`src/rtl/addr_burst_gen.sv`:
```
// rtl/addr_burst_gen.sv - burst address generator with valid/ready output and CLA next-address adder
// Optional build macro ZILLA_AGU_WRAP_DETECT_EN adds the sticky wrap_err output.

module cla_adder_12bit (
  input  logic [11:0] ain,
  input  logic [11:0] bin,
  input  logic        cin,
  output logic [11:0] sum
);

  // Carry out of bit 11 is discarded, so bit-11 generate is never formed.
  logic [10:0] g;
  logic [11:0] p;
  logic [11:0] c;
  logic        gg0, pg0, gg1, pg1, c4, c8;

  assign g = ain[10:0] & bin[10:0];
  assign p = ain ^ bin;

  assign gg0 = g[3] | (p[3] & g[2]) | (p[3] & p[2] & g[1]) | (p[3] & p[2] & p[1] & g[0]);
  assign pg0 = &p[3:0];
  assign gg1 = g[7] | (p[7] & g[6]) | (p[7] & p[6] & g[5]) | (p[7] & p[6] & p[5] & g[4]);
  assign pg1 = &p[7:4];

  assign c4 = gg0 | (pg0 & cin);
  assign c8 = gg1 | (pg1 & gg0) | (pg1 & pg0 & cin);

  always_comb begin
    logic cg;
    int   b;
    c  = '0;
    cg = 1'b0;
    b  = 0;
    for (int grp = 0; grp < 3; grp++) begin
      b      = grp * 4;
      cg     = (grp == 0) ? cin : (grp == 1) ? c4 : c8;
      c[b]   = cg;
      c[b+1] = g[b] | (p[b] & cg);
      c[b+2] = g[b+1] | (p[b+1] & g[b]) | (p[b+1] & p[b] & cg);
      c[b+3] = g[b+2] | (p[b+2] & g[b+1]) | (p[b+2] & p[b+1] & g[b])
             | (p[b+2] & p[b+1] & p[b] & cg);
    end
  end

  assign sum = p ^ c;

endmodule

module addr_burst_gen #(
  parameter int CNT_W = 8
) (
  input  logic             clk,
  input  logic             rst,
  input  logic             start,
  input  logic [11:0]      base_addr,
  input  logic [11:0]      stride,
  input  logic [CNT_W-1:0] len,
  input  logic             abort,
  output logic [11:0]      addr_out,
  output logic             addr_valid,
  input  logic             addr_ready,
  output logic             addr_last,
  output logic             busy,
`ifdef ZILLA_AGU_WRAP_DETECT_EN
  output logic             wrap_err,
`endif
  output logic             done
);

  typedef enum logic [1:0] {IDLE, RUN, DONE} state_t;

  state_t           state, state_nx;
  logic [CNT_W-1:0] cnt;
  logic [11:0]      stride_q;
  logic [11:0]      sum;
  logic             accept, step, advance, last_beat;

  assign accept    = (state == IDLE) && start;
  assign last_beat = (cnt == CNT_W'(1));
  // Abort wins over a coincident handshake: the burst does not step.
  assign step      = (state == RUN) && addr_ready && !abort;
  assign advance   = step && !last_beat;

  cla_adder_12bit u_add (
    .ain (addr_out),
    .bin (stride_q),
    .cin (1'b0),
    .sum (sum)
  );

  always_ff @(posedge clk) begin
    if (rst) state <= IDLE;
    else     state <= state_nx;
  end

  always_comb begin
    state_nx = state;
    case (state)
      IDLE: if (start) state_nx = (len != '0) ? RUN : DONE;
      RUN: begin
        if (abort)                      state_nx = IDLE;
        else if (step && last_beat)     state_nx = DONE;
      end
      DONE:    state_nx = IDLE;
      default: state_nx = IDLE;
    endcase
  end

  always_comb begin
    addr_valid = (state == RUN);
    addr_last  = (state == RUN) && last_beat;
    busy       = (state != IDLE);
    done       = (state == DONE);
  end

  always_ff @(posedge clk) begin
    if (rst) begin
      addr_out <= '0;
      cnt      <= '0;
      stride_q <= '0;
    end else if (accept) begin
      addr_out <= base_addr;
      cnt      <= len;
      stride_q <= stride;
    end else if (advance) begin
      addr_out <= sum;
      cnt      <= cnt - CNT_W'(1);
    end
  end

`ifdef ZILLA_AGU_WRAP_DETECT_EN
  always_ff @(posedge clk) begin
    if (rst || accept)                                          wrap_err <= 1'b0;
    else if (advance && (sum < addr_out) && (stride_q != '0))   wrap_err <= 1'b1;
  end
`endif

endmodule

```
`config.mk`:
```
export PLATFORM = sky130hd
export DESIGN_NAME = addr_burst_gen
export DESIGN_NICKNAME = d
export VERILOG_FILES = /design/src/rtl/addr_burst_gen.sv
export SDC_FILE = /design/constraint.sdc
export NUM_CORES = 1
export LEC_CHECK = 0
export CORE_MARGIN = 4
export CORE_UTILIZATION = 48
export DETAILED_ROUTE_END_ITERATION = 8
export GPL_TIMING_DRIVEN = 0
export PLACE_DENSITY = 0.78
export SETUP_SLACK_MARGIN = 0.15
export SYNTH_ARGS = -nofsm -noshare
export SYNTH_HDL_FRONTEND = slang
export SYNTH_SLANG_ARGS = --single-unit
```
`constraint.sdc`:
```
create_clock -name clk -period 3 [get_ports clk]
set_input_delay 0.45 -clock clk [delete_from_list [all_inputs] [get_ports clk]]
set_output_delay 0.45 -clock clk [all_outputs]
set_load 0.02 [all_outputs]
```
## Word-level counts from Yosys, hierarchy flattened

Index checks and enable logic that the tools add are counted.
W data, S select, Z words.

- Multiplexer cells: 9
- Shift-type cells: 0
- Reductions and logical operators: 14
- Divide/modulo/power cells: 0
- Order comparisons: 0
- Eq/ne operators: 5
- Bitwise gates (word level): 58
- $add $sub $neg: 1
- $mul: 0

Operators with widths:

| cell | number |
|---|---|
| $and A1 B1 Y1 | 33 |
| $mux W12 | 2 |
| $xor A12 B12 Y12 | 2 |
| $or A1 B1 Y1 | 22 |
| $mux W8 | 2 |
| $and A11 B11 Y11 | 1 |
| $eq A8 B1 Y1 const B | 1 |
| $mux W2 | 4 |
| $reduce_bool A8 Y1 | 1 |
| $sub A8 B1 Y8 const B | 1 |
| $logic_and A1 B1 Y1 | 6 |
| $pmux W2 S2 | 1 |
| $reduce_and A4 Y1 | 1 |
| $reduce_bool A2 Y1 | 2 |
| $ne A3 B2 Y1 const B | 1 |
| $eq A2 B1 Y1 const B | 1 |
| $eq A2 B2 Y1 const B | 1 |
| $logic_not A1 Y1 | 2 |
| $logic_not A2 Y1 | 1 |
| $ne A2 B2 Y1 const B | 1 |
| $reduce_and A2 Y1 | 1 |

- Latch bits: 0
- Logic and storage cells: 91
- Memories: 0
- Bits of input ports: 37
- Bits in read-only memories: 0
- Register bits: 34
- RAM bits: 0

## Longest topological paths before layout

Gate-level depths: netlist of run 1.

- Depth after elaboration: 12
- Gate-level depth with buffers: 11

## Hierarchy

Synthesis of run 1 repeated with hierarchy kept, for this count alone.

- Cell total of the unflattened synthesis: 256
- Area, all modules: 2093.3 sq um

Modules (own cells, without submodules):

| module | cells an instance | area an instance (sq um) | times used |
|---|---|---|---|
| addr_burst_gen | 203 | 1635.3 | 1 |
| cla_adder_12bit | 53 | 457.9 | 1 |

## Worst setup path before layout of run 1

OpenSTA, ideal clock, no wires.

- Path type: reg-to-reg
- From: reg addr_out[1]
- To: reg addr_out[9]
- Slack: 0.451 ns
- Library setup time: 0.128 ns
- Data required time: 2.872 ns
- Arrival: 2.421 ns
- Stages on the path, launching flop included: 12
- Path through: dfxtp_1 > ha_1 > a41oi_1 > o21ai_0 > a22o_1 > nor2_1 > o21bai_1 > fa_1 > xnor2_1 > nor2_1 > a221oi_1 > nor2_1

- Word-level cells in the longest chain between the ends: 11
- Elaborated cells between the ends (all ways): 14
- Classes of those cells: 2 x mux; 12 x bitwise

Ends and longest elaborated chain:

| what | RTL line | text |
|---|---|---|
| from (decl) | 59 | `output logic [11:0] addr_out,` |
| from (signal assigned) | 122 | `addr_out <= base_addr;` |
| from (signal assigned) | 126 | `addr_out <= sum;` |
| $and A11 B11 Y11 or $xor A12 B12 Y12 (tied branches) | 17, 18 |  |
| $and A1 B1 Y1 | 20 | `assign gg0 = g[3] \| (p[3] & g[2]) \| (p[3] & p[2] & g[1]) \| (p[3] & p[2] & p[1] & g[0]);` |
| $or A1 B1 Y1 or $and A1 B1 Y1 (tied branches) | 20 |  |
| $or A1 B1 Y1 * | 20 |  |
| $and A1 B1 Y1 * | 26 | `assign c8 = gg1 \| (pg1 & gg0) \| (pg1 & pg0 & cin);` |
| $or A1 B1 Y1 * | 26 |  |
| $and A1 B1 Y1 * | 38 | `c[b+1] = g[b] \| (p[b] & cg);` |
| $or A1 B1 Y1 * | 38 |  |
| $xor A12 B12 Y12 * | 45 | `assign sum = p ^ c;` |
| $mux W12 * | 125 | `end else if (advance) begin` |
| $mux W12 * | 121 | `end else if (accept) begin` |

Every way passes the cells marked *; elsewhere a longest branch is shown, timed or not. The select of a mux whose other input is x is not followed.
A chain may end at the register's enable or synchronous reset.

## Worst setup path after layout of run 1

- From: reg addr_out[2]
- To: reg addr_out[9]

- Word-level cells in the longest chain between the ends: 12
- Elaborated cells between the ends (all ways): 17
- Classes of those cells: 2 x mux; 15 x bitwise

Ends and longest elaborated chain:

| what | RTL line |
|---|---|
| $and A11 B11 Y11 or $xor A12 B12 Y12 (tied branches) | 17, 18 |
| $and A1 B1 Y1 | 20 |
| $or A1 B1 Y1 or $and A1 B1 Y1 (tied branches) (2 in series) | 20 |
| $or A1 B1 Y1 * | 20 |
| $and A1 B1 Y1 * | 26 |
| $or A1 B1 Y1 * | 26 |
| $and A1 B1 Y1 * | 38 |
| $or A1 B1 Y1 * | 38 |
| $xor A12 B12 Y12 * | 45 |
| $mux W12 * | 125 |
| $mux W12 * | 121 |

Marks and branches as above.

==> results of run 1 <==
## layout by cell type, fill, tap and decap left out, types with 5 or more instances in the layout
| master | synthesis | final |
|---|---|---|
| ha_1 | 13 | 13 |
| inv_1 | 6 | 6 |
| clkbuf_1 | 9 | 11 |
| a311oi_1 | 5 | 5 |
| dfxtp_1 | 34 | 33 |
| nand2_1 | 41 | 41 |
| clkbuf_8 | 0 | 5 |
| clkdlybuf4s50_1 | 0 | 50 |
| nand3_1 | 5 | 5 |
| a21oi_1 | 27 | 27 |
| nor2_1 | 24 | 24 |
## kinds of logic after synthesis
| kind of cell | Yosys count | share of synthesized area |
|---|---|---|
| simple gates | 97 | 0.2289 |
| compound gates | 68 | 0.2539 |
| flops | 34 | 0.3402 |
| buf+inv | 19 | 0.04377 |
| fa+ha+maj | 16 | 0.1113 |
| xor+xnor | 5 | 0.02189 |
## metal layers
metal / up-vias / track usage / share of wire
li1: 992 / - / -
met1: 945 / 0.2765 / 0.47
met2: 56 / 0.3357 / 0.46
met3: 11 / 0.04986 / 0.057
met4: 0 / 0.09426 / 0.020
met5: - / 0 / 0
## through the flow
stage,area [um^2],utilization
CTS,2655,0.6590
floorplan,2001,-
finish,2659,0.6599
global route,2659,0.6599
detailed placement,2574,0.6388
global placement,2574,0.6388
## how the worst max path moves through the flow
stage,endpoint,cells past startpoint,slack [ns],startpoint
2_1_floorplan,addr_out[9],11,0.45,addr_out[1]
3_3_place_gp,addr_out[9],11,0.34,addr_out[2]
3_5_place_dp,addr_out[9],11,0.28,addr_out[2]
4_1_cts,addr_last,5,0.20,cnt[2]
5_1_grt,addr_out[9],11,0.11,addr_out[2]
6_report,addr_out[9],11,0.34,addr_out[2]
## critical path, stage by stage (launching register included)
cell and delay [ns]:
dfxtp_1 0.34, ha_1 0.36, a41oi_1 0.24, o21ai_1 0.15
a22o_1 0.32, nor2_1 0.16, o21bai_1 0.10, fa_1 0.39
xnor2_1 0.16, nor2_1 0.05, a221oi_1 0.21, nor2_1 0.06
## sequential cells by signal, summed over array words and instances (netlist names)
name and flops:
addr_out 12, cnt 8, state 2, stride_q 12
## power breakdown
part	leakage (nW)	switching [mW]	internal, mW	total [mW]
sequential	0.280	0.0290	0.483	0.512
clock	0.0383	0.165	0.160	0.325
combinational	0.727	0.151	0.139	0.290
## cell type report
class | instances | area, um^2
Fill cell | 372 | 1370
Tap cell | 50 | 62.56
Inverter | 6 | 22.52
Clock buffer | 7 | 76.32
Sequential cell | 34 | 681.9
Buffer | 13 | 65.06
Multi-Input combinational cell | 186 | 1237
Timing Repair Buffer | 51 | 513.0
==> impl_metrics.json, run 1 <==
{
  "place_hpwl_mm": 3.945,
  "post_cts_buffers": 0,
  "synth_nets": 292,
  "avgSynthCellArea_um2": 8.371,
  "drc": 0,
  "dp_cells": 340,
  "cp-end-kind": "flip-flop",
  "worstMarginPinSlew_ns": 0.5652,
  "slew_viol_final": 0,
  "total_power_mw": 1.127,
  "io_pins": 53,
  "arrival_ns": 2.83,
  "initial_utilization": 0.4966,
  "ys_seq_area_frac": 0.3402,
  "async_reset_ff_frac": 0,
  "synth_edf_count": 0,
  "grt_pass1_vias": 1932,
  "cts_sinks": 34,
  "required_ns": 3.16,
  "grtUsageTotal": 0.2130,
  "reg2reg_to": "addr_out[9]",
  "antenna_cells": 0,
  "hold_depth": 2,
  "fp.dieH_um": 72.56,
  "r2r-start": "addr_out[2]",
  "ir_drop_mv": 0.2344,
  "syn-cell-area_um2": 2001,
  "fmax_mhz": 375.4,
  "drt_iter0_markers": 98,
  "clock_skew_ns": 0.005702,
  "leakage_nw": 1.045,
  "avgViaCountPerCell": 5.775,
  "netlist_instances": 239,
  "synth.most_common_cell": "nand2_1",
  "worstHoldEndpoint": "stride_q[5]",
  "htree_levels": 2,
  "fp-row-count": 23,
  "synth_cell_types": 54,
  "synth_flop_cell": "dfxtp_1",
  "overflow": 0,
  "clock_path_buffers": 2,
  "clkTransAtPathRegs_ns": 0.06,
  "insertion_delay_ns": 0.29,
  "start_kind": "flip-flop",
  "cts_resized": 1,
  "setup.worst_path.class": "reg2reg",
  "rsz0062_at_grt": "yes",
  "r2r_setup_slack_ns": 0.34,
  "synthTopCellsByArea": "dfxtp_1, ha_1, nand2_1, a21oi_1, nor2_1",
  "worst_hold_slack_ns": 0.4614,
  "first_pass_iters": 4,
  "worst_hold_path_type": "reg2reg",
  "gp_congestion": 0.8816,
  "num_vias": 2004,
  "grt_max_degree": 11,
  "cts_tree": "done",
  "antenna_found_initial": 0,
  "cts-buffers-inserted": 5,
  "reg2regPathDepth": 11,
  "instances_no_fill": 347,
  "slew_headroom": 0.6232,
  "grt_pass1_wl_mm": 8.707,
  "holdCritStartpoint": "stride_q[5]",
  "maxCapViolations": 0,
  "power.density_nw_per_um2": 423.8,
  "synth-warning-count": 0,
  "hold_buffers": 0,
  "timing.setup.tns_ns": 0,
  "dp_slack_ns": 0.2788,
  "fin_crit_sh": 0.8880,
  "synth_top_area_frac": 0.3402,
  "ys_ff_latch": 34,
  "cts_root_buf": "clkbuf_8",
  "routed_wl_mm": 5.278,
  "fp.dieArea_um2": 5265,
  "hold_viol_final": 0,
  "synthTopCellsByCount": "nand2_1, dfxtp_1, a21oi_1",
  "nets": 350,
  "core_area_um2": 4029,
  "setup_ws_ns": 0.3361,
  "fin_crit_ns": 2.664,
  "outcome": "completed",
  "die_width_um": 72.56,
  "path_max_fanout": 7,
  "synth_top_area_cell": "dfxtp_1",
  "drive_gt1_frac": 0.06061,
  "wl_per_cell_um": 15.21,
  "setup_viol": 0,
  "syn2layout_area_growth_pct": 32.90,
  "numPortBuffers": 51,
  "drtAntennaViolNets": 0
}
Note: power is estimated with default switching activity, not from simulation.
==> run 2: changes to the inputs <==
--- a/config.mk
+++ b/config.mk
@@ -14,3 +14,4 @@
 export SYNTH_ARGS = -nofsm -noshare
 export SYNTH_HDL_FRONTEND = slang
 export SYNTH_SLANG_ARGS = --single-unit
+export TNS_END_PERCENT = 50
==> results of run 2 <==
No change in the layout: final DEF, timing and power equal those of run 1.
==> run 3: changes to the inputs <==
--- a/config.mk
+++ b/config.mk
@@ -10,7 +10,7 @@
 export DETAILED_ROUTE_END_ITERATION = 8
 export GPL_TIMING_DRIVEN = 0
 export PLACE_DENSITY = 0.78
-export SETUP_SLACK_MARGIN = 0.15
+export SETUP_SLACK_MARGIN = 0.3
 export SYNTH_ARGS = -nofsm -noshare
 export SYNTH_HDL_FRONTEND = slang
 export SYNTH_SLANG_ARGS = --single-unit
==> impl_metrics.json, run 3 (synthesis gave the netlist of run 1 again) <==
{
  "reg_top3": "addr_out x12, stride_q x12, cnt x8",
  "fin_crit_ns": 2.562,
  "slew_headroom": 0.6263,
  "p_int_mw": 0.7835,
  "fp-row-count": 23,
  "power.density_nw_per_um2": 421.8,
  "wl_met3_um": 289,
  "outcome": "completed",
  "core_area_um2": 4029,
  "place_hpwl_mm": 3.945,
  "setup_ws_ns": 0.4384,
  "fp.dieArea_um2": 5265,
  "numPortBuffers": 51,
  "hold_viol_final": 0,
  "insertion_delay_ns": 0.29,
  "wl_met2_mm": 2.494,
  "wl_per_cell_um": 15.45,
  "clkTransAtPathRegs_ns": 0.06,
  "r2r_setup_slack_ns": 0.44,
  "placed_area_um2": 2574,
  "reg2regPathDepth": 11,
  "path_max_fanout": 7,
  "holdCritStartpoint": "stride_q[5]",
  "cts_sinks": 34,
  "nets": 350,
  "reg2reg_to": "addr_out[9]",
  "setup.worst_path.class": "reg2reg",
  "rsz0062_at_grt": "no",
  "grt_pass1_vias": 1932,
  "io_pins": 53,
  "setup_viol": 0,
  "fmax_mhz": 390.4,
  "sw_frac_of_total": 0.3060,
  "post_cts_buffers": 0,
  "die_width_um": 72.56,
  "cp-end-kind": "flip-flop",
  "required_ns": 3.16,
  "cts_root_buf": "clkbuf_8",
  "grt_pass1_wl_mm": 8.707,
  "drt_iter0_markers": 99,
  "wl_met1_mm": 2.482,
  "start_kind": "flip-flop",
  "avgViaCountPerCell": 5.683,
  "syn2layout_area_growth_pct": 33.77,
  "clock_path_buffers": 2,
  "hold_depth": 2,
  "worst_hold_path_type": "reg2reg",
  "fillCellCount": 367,
  "num_vias": 1972,
  "seqPwrFrac": 0.454,
  "worstHoldEndpoint": "stride_q[5]",
  "routed_wl_mm": 5.361,
  "drtAntennaViolNets": 0,
  "drc": 0,
  "cts_tree": "done",
  "grtUsageTotal": 0.2130,
  "clkPwrFrac": 0.285,
  "timing.setup.tns_ns": 0,
  "worstMarginPinSlew_ns": 0.5606,
  "first_pass_iters": 4,
  "htree_levels": 2,
  "initial_utilization": 0.4966,
  "r2r-start": "addr_out[2]",
  "fin_crit_sh": 0.8539,
  "clock_skew_ns": 0.008679,
  "fp.dieH_um": 72.56,
  "design_area_um2": 2676,
  "layout_commonest_cell": "clkdlybuf4s50_1",
  "overflow": 0,
  "leakage_nw": 1.037,
  "gp_congestion": 0.8816,
  "maxCapViolations": 0,
  "hold_buffers": 0,
  "antenna_found_initial": 0,
  "switching_power_mw": 0.3454,
  "cts-buffers-inserted": 5,
  "grt_max_degree": 11,
  "combPwrFrac": 0.261,
  "layout_common_cells": "clkdlybuf4s50_1, nand2_1, dfxtp_1, a21oi_1, nor2_1",
  "antenna_cells": 0,
  "drive_gt1_frac": 0.07744,
  "highest-signal-layer": "met4",
  "slew_viol_final": 0,
  "cts_resized": 2,
  "arrival_ns": 2.72,
  "dp_slack_ns": 0.2788,
  "ir_drop_mv": 0.2347
}
## run 3: power groups by stage
stage | registers (mW) | clock network, mW | logic, mW
2_1_floorplan | 0.530 | 0 | 0.157
3_3_place_gp | 0.521 | 0 | 0.282
3_5_place_dp | 0.522 | 0 | 0.287
4_1_cts | 0.512 | 0.331 | 0.289
5_1_grt | 0.518 | 0.345 | 0.325
6_report | 0.513 | 0.322 | 0.294
## run 3: worst max-delay path by stage
stage                  endpoint  cells past startpoint        start
finish              addr_out[9]                     11  addr_out[2]
global route        addr_out[9]                     11  addr_out[2]
CTS                 addr_out[9]                     11  addr_out[2]
detailed placement  addr_out[9]                     11  addr_out[2]
global placement    addr_out[9]                     11  addr_out[2]
floorplan           addr_out[9]                     11  addr_out[1]
## run 3: layout make-up
| class | count | area [um^2] | share of cell area |
|---|---|---|---|
| clock buffer | 7 | 76.32 | 0.02852 |
| buffer | 13 | 65.06 | 0.02431 |
| timing repair buffer | 51 | 509.2 | 0.1903 |
| sequential | 34 | 681.9 | 0.2548 |
| tap | 50 | 62.56 | 0.02338 |
| multi-input combinational | 186 | 1259 | 0.4703 |
| inverter | 6 | 22.52 | 0.008415 |
## run 3: critical path: stages, from the launching register on
cell,delay [ns]
dfxtp_1,0.34
ha_1,0.36
a41oi_2,0.23
o21ai_2,0.11
a22o_2,0.30
nor2_2,0.12
o21bai_1,0.09
fa_1,0.39
xnor2_1,0.18
nor2_1,0.07
a221oi_2,0.17
nor2_1,0.06
## run 3: routing by layer
metal | track usage | up-vias
met5 | 0 | -
met4 | 0.09426 | 0
met3 | 0.04986 | 9
met2 | 0.3357 | 53
met1 | 0.2765 | 917
li1 | - | 993
## run 3: metrics by stage
step                      utilization  total power [mW]  instances  hold WS [ns]
final                          0.6643             1.129        347        0.4602
after global routing           0.6643             1.188        347        0.4826
after CTS                      0.6587             1.133        347        0.4624
after detailed placement       0.6388            0.8084        340        0.4537
after global placement         0.6388            0.8029        340        0.4483
after floorplan                     -            0.6872        239        0.4400
